File: src/rtl/bcd_time_counter_pkg.sv
// time_pkg: shared mode enum, BCD limits and BCD helpers for bcd_time_counter.
package time_pkg;
   typedef enum logic [1:0] {RUN = 2'd0, SET_HH = 2'd1, SET_MM = 2'd2} time_mode_t;
   localparam logic [7:0] SEC_MAX = 8'h59;
   localparam logic [7:0] MIN_MAX = 8'h59;
   localparam logic [7:0] HOUR_MAX = 8'h23;
   // {carry, next}: carry set when value is at max and wraps to 00
   function automatic logic [8:0] bcd_inc(input logic [7:0] value, input logic [7:0] max);
      return value == max ? 9'h100 :
             value[3:0] == 4'd9 ? {1'b0, value[7:4] + 4'd1, 4'd0} :
             {1'b0, value[7:4], value[3:0] + 4'd1};
   endfunction
   function automatic logic [7:0] to_bcd(input int v);
      return {4'(v / 10), 4'(v % 10)};
   endfunction
   // {pm, hh} for a 12 h display of a 24 h BCD hour; hour 0 shows as 12
   function automatic logic [8:0] hour_to_12h(input logic [7:0] h24);
      logic [4:0] b;
      logic [4:0] h12;
      b = 5'(h24[7:4]) * 5'd10 + {1'b0, h24[3:0]};
      h12 = b >= 5'd12 ? b - 5'd12 : b;
      h12 = h12 == 5'd0 ? 5'd12 : h12;
      return {b >= 5'd12, h12 >= 5'd10 ? {4'd1, 4'(h12 - 5'd10)} : {4'd0, h12[3:0]}};
   endfunction
endpackage

File: src/rtl/bcd_time_counter_if.sv
// bcd_time_counter_if: button/tick inputs and BCD time outputs of bcd_time_counter.
interface bcd_time_counter_if;
   logic tick_in;
   logic mode_btn;
   logic inc_btn;
   logic [7:0] hh;
   logic [7:0] mm;
   logic [7:0] ss;
   logic pm;
   logic [1:0] mode;
   logic sec_pulse;
   modport master(output tick_in, mode_btn, inc_btn, input hh, mm, ss, pm, mode, sec_pulse);
   modport slave(input tick_in, mode_btn, inc_btn, output hh, mm, ss, pm, mode, sec_pulse);
endinterface

File: src/rtl/bcd_time_counter_mod.sv
// bcd_mod_counter: packed BCD mod-(MAX+1) counter; en is the cascade input and drives carry, inc steps without carry.
module bcd_mod_counter import time_pkg::*; #(
   parameter logic [7:0] MAX = SEC_MAX,
   parameter logic [7:0] INIT = 8'h00
) (
   input  logic       clk,
   input  logic       reset,
   input  logic       en,
   input  logic       inc,
   input  logic       clr,
   output logic [7:0] value,
   output logic       carry
);
   logic [8:0] nxt;
   assign nxt = bcd_inc(value, MAX);
   assign carry = en & nxt[8];
   always_ff @(posedge clk or posedge reset)
      if (reset) value <= INIT;
      else if (clr) value <= 8'h00;
      else if (en | inc) value <= nxt[7:0];
endmodule

File: src/rtl/bcd_time_counter.sv
// bcd_time_counter: 1 Hz BCD hh:mm:ss clock with button set mode.
// Define CLOCK_12H_EN for a 12 h display with PM flag.
module bcd_time_counter import time_pkg::*; #(
   parameter int RESET_HH = 0,
   parameter int RESET_MM = 0
) (
   input logic clk,
   input logic reset,
   bcd_time_counter_if.slave bus
);
   logic tick_d, mode_d, inc_d;
   logic tick_rise, mode_rise, inc_rise;
   logic sec_inc, hh_inc, mm_inc, ss_clr;
   logic ss_c, mm_c, hh_unused;
   logic sec_pulse;
   logic [7:0] h24;
   time_mode_t state, state_n;
   assign tick_rise = bus.tick_in & ~tick_d;
   assign mode_rise = bus.mode_btn & ~mode_d;
   assign inc_rise = bus.inc_btn & ~inc_d;
   // tick_d starts high so a tick already high at reset release is not counted
   always_ff @(posedge clk or posedge reset)
      if (reset) begin
         tick_d <= 1'b1;
         mode_d <= 1'b0;
         inc_d <= 1'b0;
         sec_pulse <= 1'b0;
      end else begin
         tick_d <= bus.tick_in;
         mode_d <= bus.mode_btn;
         inc_d <= bus.inc_btn;
         sec_pulse <= sec_inc;
      end
   always_ff @(posedge clk or posedge reset)
      if (reset) state <= RUN;
      else state <= state_n;
   always_comb
      state_n = !mode_rise ? state : state == RUN ? SET_HH : state == SET_HH ? SET_MM : RUN;
   // a mode rise in a set state swallows a simultaneous increment
   always_comb begin
      sec_inc = state == RUN && tick_rise;
      hh_inc = state == SET_HH && inc_rise && !mode_rise;
      mm_inc = state == SET_MM && inc_rise && !mode_rise;
      ss_clr = state == SET_MM && mode_rise;
   end
   bcd_mod_counter #(.MAX(SEC_MAX), .INIT(8'h00)) u_ss (
      .clk(clk), .reset(reset), .en(sec_inc), .inc(1'b0), .clr(ss_clr), .value(bus.ss), .carry(ss_c)
   );
   bcd_mod_counter #(.MAX(MIN_MAX), .INIT(to_bcd(RESET_MM))) u_mm (
      .clk(clk), .reset(reset), .en(ss_c), .inc(mm_inc), .clr(1'b0), .value(bus.mm), .carry(mm_c)
   );
   bcd_mod_counter #(.MAX(HOUR_MAX), .INIT(to_bcd(RESET_HH))) u_hh (
      .clk(clk), .reset(reset), .en(mm_c), .inc(hh_inc), .clr(1'b0), .value(h24), .carry(hh_unused)
   );
   assign bus.mode = state;
   assign bus.sec_pulse = sec_pulse;
`ifdef CLOCK_12H_EN
   assign {bus.pm, bus.hh} = hour_to_12h(h24);
`else
   assign bus.hh = h24;
   assign bus.pm = 1'b0;
`endif
endmodule
File: src/flat_wrapper.sv
// flat-port wrapper written by rule: the top's interface ports become plain ports
module bcd_time_counter_flat import time_pkg::*;
#(
   parameter int RESET_HH = 0,
   parameter int RESET_MM = 0
)
  (clk, reset, bus_tick_in, bus_mode_btn, bus_inc_btn, bus_hh, bus_mm, bus_ss, bus_pm, bus_mode, bus_sec_pulse);
  bcd_time_counter_if bus_i ();
  input logic clk;
  input logic reset;
  input wire logic [$bits(bus_i.tick_in)-1:0] bus_tick_in;
  input wire logic [$bits(bus_i.mode_btn)-1:0] bus_mode_btn;
  input wire logic [$bits(bus_i.inc_btn)-1:0] bus_inc_btn;
  output wire logic [$bits(bus_i.hh)-1:0] bus_hh;
  output wire logic [$bits(bus_i.mm)-1:0] bus_mm;
  output wire logic [$bits(bus_i.ss)-1:0] bus_ss;
  output wire logic [$bits(bus_i.pm)-1:0] bus_pm;
  output wire logic [$bits(bus_i.mode)-1:0] bus_mode;
  output wire logic [$bits(bus_i.sec_pulse)-1:0] bus_sec_pulse;
  assign bus_i.tick_in = bus_tick_in;
  assign bus_i.mode_btn = bus_mode_btn;
  assign bus_i.inc_btn = bus_inc_btn;
  assign bus_hh = bus_i.hh;
  assign bus_mm = bus_i.mm;
  assign bus_ss = bus_i.ss;
  assign bus_pm = bus_i.pm;
  assign bus_mode = bus_i.mode;
  assign bus_sec_pulse = bus_i.sec_pulse;
  bcd_time_counter #(.RESET_HH(RESET_HH), .RESET_MM(RESET_MM)) u_core (.clk(clk), .reset(reset), .bus(bus_i));
endmodule
File: config.mk
export PLATFORM = sky130hd
export DESIGN_NAME = bcd_time_counter_flat
export DESIGN_NICKNAME = d
export VERILOG_FILES = /design/src/rtl/bcd_time_counter_pkg.sv /design/src/rtl/bcd_time_counter_if.sv /design/src/rtl/bcd_time_counter_mod.sv /design/src/rtl/bcd_time_counter.sv /design/src/flat_wrapper.sv
export SDC_FILE = /design/constraint.sdc
export NUM_CORES = 1
export LEC_CHECK = 0
export CAP_MARGIN = 10
export CORE_MARGIN = 2
export CORE_UTILIZATION = 30
export CTS_BUF_LIST = sky130_fd_sc_hd__clkbuf_8
export DETAILED_ROUTE_END_ITERATION = 10
export PLACE_DENSITY = 0.51
export SLEW_MARGIN = 20
export SYNTH_ARGS = -nofsm -noshare
export SYNTH_HDL_FRONTEND = slang
export SYNTH_SLANG_ARGS = --single-unit
File: constraint.sdc
create_clock -name clk -period 1.95 [get_ports clk]
set_input_delay 0.195 -clock clk [delete_from_list [all_inputs] [get_ports clk]]
set_output_delay 0.195 -clock clk [all_outputs]
set_load 0.1 [all_outputs]
-- After elaboration in Yosys (flattened, before gate mapping)
Cells that the tools add are included.
- input bits: 5
- flip-flop bits (word level): 30
- word-level logic and storage cells: 60
- output and inout port bits: 28
- equal/unequal tests: 8
- reduce and logical (&&, ||, !) cells: 15
- muxes and demuxes: 10
- add/subtract/negate cells: 6
- bitwise logic cells: 10
- operators with widths (operator ; number):
    8-bit two-way mux ; 6
    4-bit by 1-bit adder with 4-bit output, second input constant ; 6
    9-bit two-way mux ; 2
    8-bit by 7-bit equality test with 1-bit output, second input constant ; 2
    4-bit equality test, second input constant ; 3
    8-bit by 6-bit equality test with 1-bit output, second input constant ; 1
    1-bit logical AND ; 6
    2-bit AND reduction ; 3
    2-bit nonzero test ; 3
    1-bit AND ; 5
    2-bit two-way mux ; 2
    1-bit NOT ; 3
    3-bit nonzero test ; 1
    2-bit by 1-bit equality test with 1-bit output, second input constant ; 1
    2-bit equality test, second input constant ; 1
    2-bit logical NOT ; 1
    1-bit bitwise OR ; 2
    1-bit logical NOT ; 1

-- Logic depth before layout (Yosys ltp)
Gate-level depths: netlist of run 1.
- depth in word-level cells: 7
- gate-level depth with buffers: 9
- depth with buffers taken out: 7

-- Modules after synthesis
A second synthesis of run 1 with hierarchy kept.
- cell total of the unflattened synthesis: 185
- area, all modules: 1829.3 um2
- by module, submodules not included (module ; cells each ; sequential area each (um2) ; instances ; area each (um2)):
    bcd_mod_counter (u_core.u_mm ...) ; 55 ; 200.2 ; 2 ; 523.0
    bcd_mod_counter (u_core.u_hh) ; 56 ; 200.2 ; 1 ; 513.0
    bcd_time_counter ; 19 ; 151.4 ; 1 ; 270.3

-- Worst setup path after synthesis of run 1
No wires, ideal clock.
- path kind: reg2reg
- from: register u_core.u_mm.value[0]
- to: register u_core.u_hh.value[2]
- clock period less this slack: 2414 ps
- buffers on the path: 2
- arrival: 2285 ps
- stages on the path, launching flop included: 9
- data required time: 1821 ps
- setup slack: -464 ps
- library setup time: 129 ps
- path through: dfrtp_1 > ha_1 > and3b_1 > clkbuf_1 > nand2_1 > o21ai_2 > buf_4 > nand2_1 > mux2_1
- longest elaborated chain between the ends: 4
- ends and longest elaborated chain (item ; line ; text):
    start: declaration ; bcd_time_counter_mod.sv:11 ; output logic [7:0] value,
    start signal: assignment ; bcd_time_counter_mod.sv:20 ; else if (en | inc) value <= nxt[7:0];
    8-bit by 7-bit equality test with 1-bit output ; bcd_time_counter_pkg.sv:9 ; return value == max ? 9'h100 :
    9-bit two-way mux ; bcd_time_counter_pkg.sv:9 ;
    1-bit AND ; bcd_time_counter_mod.sv:16 ; assign carry = en & nxt[8];
    1-bit bitwise OR ; bcd_time_counter_mod.sv:20 ;
    end signal: assignment ; bcd_time_counter_mod.sv:20 ;
    end: declaration ; bcd_time_counter_mod.sv:11 ;
Every way passes these cells.
A chain may end at the register's enable or synchronous reset.

-- Worst setup path in the final report of run 1
- from: register u_core.state[0] (netlist: u_core.bus.mode[0])
- to: register u_core.u_mm.value[7]
- longest elaborated chain between the ends: 5
- elaborated cells on any way between the ends: 8
- classes of those cells: eq/ne: 1; bitwise: 2; reduce/logical: 5
- ends and longest elaborated chain (item ; line ; text):
    start: declaration ; bcd_time_counter.sv:17 ; time_mode_t state, state_n;
    start signal: assignment ; bcd_time_counter.sv:36 ; else state <= state_n;
    2-bit logical NOT ; bcd_time_counter.sv:41 ; sec_inc = state == RUN && tick_rise;
    1-bit logical AND ; bcd_time_counter.sv:41 ;
    via u_core.sec_inc ; bcd_time_counter.sv:13 ; logic sec_inc, hh_inc, mm_inc, ss_clr;
    1-bit AND ; bcd_time_counter_mod.sv:16 ;
    1-bit bitwise OR ; bcd_time_counter_mod.sv:20 ;
    2-bit AND reduction (no line) ; -- ;
The timed path passes the listed nets, and every way through them passes these cells.

==> results of run 1 <==
[cell type report]
type,count,share of cell area
Multi-Input combinational cell,119,0.377
Tap cell,70,0.0407
Clock inverter,2,0.00407
Sequential cell,30,0.364
Clock buffer,6,0.0384
Timing Repair Buffer,43,0.157
Inverter,10,0.0198
[kinds of logic (layout without fill, tap and decap cells)]
group | Yosys count | after routing
AND/OR/NAND/NOR | 68 | 68
AO/OA/AOI/OAI | 31 | 31
flip-flops | 30 | 30
buffers and inverters | 13 | 61
adder cells (fa/ha/maj) | 12 | 12
multiplexers | 5 | 5
XOR/XNOR | 2 | 2
other | 1 | 1
[metrics by stage]
step	std cells	cell area (µm²)	power (mW)	setup WS, ps	hold WS [ps]
final	280	2150	3.34	11.5	294
after global routing	280	2150	3.53	-50.5	352
after CTS	280	2130	3.36	15.9	309
after detailed placement	272	2040	2.84	-136	501
after global placement	272	2040	2.81	-111	495
after floorplan	162	1640	2.42	-164	199
[path summary, 6_finish.rpt]
| path | start | endpoint | slack, ps | cells past startpoint |
|---|---|---|---|---|
| hold / removal | reset | u_core.u_ss.value[5] | 290 | 3 |
| min in group clk | bus_tick_in | u_core.tick_d | 350 | 1 |
| setup reg to reg | u_core.bus.mode[0] | u_core.u_mm.value[7] | 10 | 6 |
| max in group asynchronous | reset | u_core.tick_d | 1330 | 3 |
| setup / recovery | u_core.bus.mode[0] | u_core.u_mm.value[7] | 10 | 6 |
| hold reg to reg | u_core.u_hh.value[7] | u_core.u_hh.value[7] | 500 | 1 |
[power by group through the flow]
stage / registers [mW] / clock network, mW / logic (mW)
floorplan: 2.03 / 0 / 0.389
detailed placement: 1.02 / 0 / 1.82
CTS: 1.00 / 0.529 / 1.83
finish: 1.01 / 0.508 / 1.82
global placement: 1.01 / 0 / 1.80
global route: 1.05 / 0.561 / 1.92
[routing by layer]
layer,GRT usage,share of wire
met5,0,0
met4,0.0607,0.017
met3,0.0365,0.047
met2,0.191,0.47
met1,0.158,0.47
[worst max-delay path, delay by kind of cell (launching register included)]
| kind | cells | cell delay (ps) |
|---|---|---|
| buf+inv | 1 | 80 |
| flops | 1 | 470 |
| simple gates | 4 | 1130 |
| compound gates | 1 | 210 |
[timing repair]
action | 4_1_cts | 5_1_grt
setup endpoints to repair | 0 | 10
gates resized for setup | 0 | 5
hold buffers | 0 | 0
[flip-flops by register name, summed over array words and instances (netlist names)]
| signal | flops |
|---|---|
| u_core.bus.mode | 2 |
| u_core.bus.sec_pulse | 1 |
| u_core.inc_d | 1 |
| u_core.mode_d | 1 |
| u_core.tick_d | 1 |
| u_core.u_hh.value | 8 |
| u_core.u_mm.value | 8 |
| u_core.u_ss.value | 8 |
[cells in the final DEF (no fill, tap or decap), types with 2 or more instances in the layout]
master            n
or3_1             2
clkbuf_8          6
o21ai_0           8
dfrtp_1           9
nand2_1          18
xnor2_1           2
ha_1             12
clkdlybuf4s50_1   4
nand4b_1          2
a21oi_1          11
nand2_2           3
inv_1            10
nor2b_1           3
and3_1            2
buf_4            38
nor3_1            2
nor2_1           14
dfrtp_2          18
o21ai_1           3
mux2_2            2
nand3_1           6
dfrtp_4           2
or4_1             2
and3b_1           5
==> impl_metrics.ini, run 1 <==
[logic_synthesis]
yosys.area_share.simple = 0.234
ys_warn_count = 0
synth.area.top_cells = dfrtp_1 (45%), ha_1 (9.4%), nand2_1 (4.7%)
synth_cell_types = 43
post_synth_xor_area_fraction = 0.0109
synthesis.area_um2 = 1600
synth_compound_area_frac = 0.118
synth_area_leader_cell = dfrtp_1
ys_top_cells_by_count = dfrtp_1 (29), nand2_1 (20), nor2_1 (15)
synth_top_family_by_area = simple AND/OR/NAND/NOR gates
synth_mux_area_frac = 0.0343
syn-num-nets = 179
ys_seq_area_frac = 0.469
yosysTopAreaCellShare = 0.452
synth_edf_count = 0
synth_fa_ha_area_frac = 0.0936
syn_area_per_cell_um2 = 9.90
ys_ff_latch = 30
synth_most_common_cell = dfrtp_1
synth_cells = 162
synth_flop_cell = dfrtp_1
synthArstFlopShare = 1.00

[worst_setup_path]
path_cells = or4b_4, clkinv_4, nand3_4, a21bo_1, or4_1, nand2_1
cp.arrival_ps = 2160
worstPathRequired_ps = 2170
cp-end-kind = flop
critPathSlowestCell = or4b_4
crit_type = reg -> reg
max_stage_delay_ps = 550
cp_max_fo = 3
start_kind = flop

[power_and_ir_drop]
p_per_area_nw_per_um2 = 1550
power_frac_clock = 0.152
peakVddDrop_v = 0.00133
leakagePower_nw = 1.01
p_comb_frac = 0.546
seqPwrFrac = 0.302
p_sw_mw = 1.81
internal_power_mw = 1.53
swShare = 0.542

[cells_and_area]
nets = 226
syn2layout_area_growth_pct = 34.0
multi_input_area_um2 = 810
layout-drive-gt1-share = 0.376
seq_area_um2 = 782
final_util = 0.418
fillers = 519
n_antenna_cell = 0

[routing]
vias = 1310
drt-pass1-iter-count = 4
viasPerCell = 4.68
drc = 0
drt_iter0_markers = 50
wl_per_cell_um = 12.1
drt_wl_total_um = 3400
antenna_left = 0

[sta]
tns_ps = 0
rsz0062_at_grt = yes
skew_ps = 6.34
finalMaxSlewViolations = 0
finalCriticalPeriod_ps = 1940
fmax_ghz = 0.516
setup_viol = 0
period_share = 0.994
hold_viol = 0

[global_route]
grt_use_total = 0.124
grt_max_degree = 31
grt_pass1_vias = 1251
antenna_found_initial = 0
overflow = 0
grt_pass1_wl_um = 5910

[job]
maxCapViolCount = 0

[clock_network]
post-cts-setup-buffer-count = 0
cts-root-buf = clkbuf_8
numCtsBuffers = 5
clk_pin_slew_worst_paths_ps = 60
htree_levels = 2
clk_path_buf_depth = 2
clk_latency_ps = 280
cts_num_sinks = 30
cts_tree = done

[place]
port_buffers = 31
gp_congestion = 0.781
dp_hpwl_um = 2450

[floorplan]
core-area_um2 = 5140
die_x_um = 77.1
die_h_um = 77.1
placementRows = 26
dieArea_um2 = 5950
start_util = 0.312
io_pins = 33

[min_path]
min_path_type = in -> async

[outcome]
status = finished, final reports clean
(Power assumes the default switching activity.)
==> run 2: changes to the inputs <==
Settings changed: CORE_ASPECT_RATIO from default to 1.4, CTS_BUF_LIST sky130_fd_sc_hd__clkbuf_8 to sky130_fd_sc_hd__clkbuf_4 sky130_fd_sc_hd__clkbuf_8, GPL_ROUTABILITY_DRIVEN from default to 0.
==> run 2 against run 1 <==
  * The flow now finishes with violations (negative setup slack)
  * Cell area is 3.2% higher
  * Fmax is 1.5% lower
  * Critical path depth is 1 higher
  * Critical path type unchanged
  * Critical endpoint is now u_core.u_hh.value[2]
  * Highest routed layer unchanged
==> impl_metrics.ini, run 2 (synthesized netlist as in run 1, its figures left out) <==
[sta]
finalCriticalPeriod_ps = 1970
period_share = 1.01
hold_viol = 0
fmax_ghz = 0.508
tightest_slew_ps = 503
maxSlewHeadroom = 0.664
rsz0062_at_grt = yes
skew_ps = 10.6
finalMaxSlewViolations = 0
worst_slack_ps = -17.1
setup_viol = 2

[place]
dp_hpwl_um = 2660
port_buffers = 31
dpl_cell_area_um2 = 2060

[routing]
antenna_left = 0
drt_wl_total_um = 3530
drt-pass1-iter-count = 4
viasPerCell = 4.84
wl_per_cell_um = 12.7
drc = 0
drt_iter0_markers = 48
vias = 1346

[cells_and_area]
mostFrequentLayoutCells = buf_4 (38), nand2_1 (18), dfrtp_2 (18)
nets = 228
n_antenna_cell = 0
reg.largest.list = u_core.u_hh.value: 8 flops, u_core.u_mm.value: 8 flops, u_core.u_ss.value: 8 flops
layout-drive-gt1-share = 0.410
final_common_cell = buf_4
finish.instance_area_um2 = 2220
final_util = 0.430
syn2layout_area_growth_pct = 38.3

[worst_setup_path]
cp.arrival_ps = 2140
r2r_start = u_core.bus.mode[0]
start_kind = flop
crit_start = u_core.bus.mode[0]
cp-end-kind = flop
crit_type = reg -> reg
worstPathRequired_ps = 2120
cp_max_fo = 4

[global_route]
grt_pass1_wl_um = 6130
grt_use_total = 0.134
grt_pass1_vias = 1317
grt_max_degree = 21
overflow = 0
antenna_found_initial = 0

[floorplan]
placementRows = 31
core-area_um2 = 5160
die_x_um = 65.8
io_pins = 33
die_h_um = 90.5
dieArea_um2 = 5960
start_util = 0.311

[clock_network]
postCtsHoldBufs = 0
cts_tree = done
clk_path_buf_depth = 2
htree_levels = 2
clk_pin_slew_worst_paths_ps = 70
numCtsBuffers = 5
clk_latency_ps = 280
cts-root-buf = clkbuf_8
cts_num_sinks = 30

[min_path]
min_path_type = in -> async

[power_and_ir_drop]
p_per_area_nw_per_um2 = 1530
peakVddDrop_v = 0.00155
leakagePower_nw = 1.05

[job]
maxCapViolCount = 0

[outcome]
violations = negative setup slack
status = complete, but fails checks
-- run 2: layer usage --
layer  part of all wire  vias to the layer above  GRT usage
met2               0.53                       25      0.225
li1                   -                      657          -
met3              0.035                        5     0.0374
met5                  0                        -          0
met4              0.014                        0     0.0573
met1               0.42                      659      0.155
-- run 2: layout make-up --
type	count	area, µm²
Fill cell	503	2940
Clock inverter	2	12.5
Tap cell	66	82.6
Timing Repair Buffer	45	368
Inverter	10	42.5
Sequential cell	30	782
Clock buffer	6	82.6
Multi-Input combinational cell	119	848
-- run 2: final timing paths --
kind,cells after the start,slack (ps),endpoint
min,2,240,u_core.u_mm.value[7]
min in group clk,1,350,u_core.tick_d
max,7,-20,u_core.u_hh.value[2]
min reg2reg,1,510,u_core.u_hh.value[7]
max in group asynchronous,3,1160,u_core.tick_d
max reg2reg,7,-20,u_core.u_hh.value[2]
-- run 2: stage by stage --
stage / instances / TNS [ps] / power, mW / hold WS (ps) / setup WS (ps)
after floorplan: 162 / -1030 / 2.42 / 199 / -164
after global placement: 269 / -1310 / 2.82 / 496 / -134
after detailed placement: 269 / -1770 / 2.85 / 508 / -180
after CTS: 277 / 0 / 3.39 / 246 / 0.298
after global routing: 278 / -240 / 3.57 / 262 / -79.8
final: 278 / -26.1 / 3.38 / 237 / -17.1
-- run 2: timing repair --
item | CTS | global route
gates resized for setup | 0 | 13
endpoints found under the setup margin | 0 | 11
setup buffers | 0 | 1
-- run 2: where the power goes --
part	internal [mW]	switching [mW]	total, mW
logic	0.458	1.39	1.84
registers	0.799	0.210	1.01
clock network	0.283	0.248	0.531
-- run 2: worst max-delay path, stage by stage, from the launching register on --
cell      delay [ps]
dfrtp_4          480
or4b_4           540
clkinv_4          90
nand3_4           80
o21ai_4          200
buf_6            130
nand2_4           40
mux2_4           290
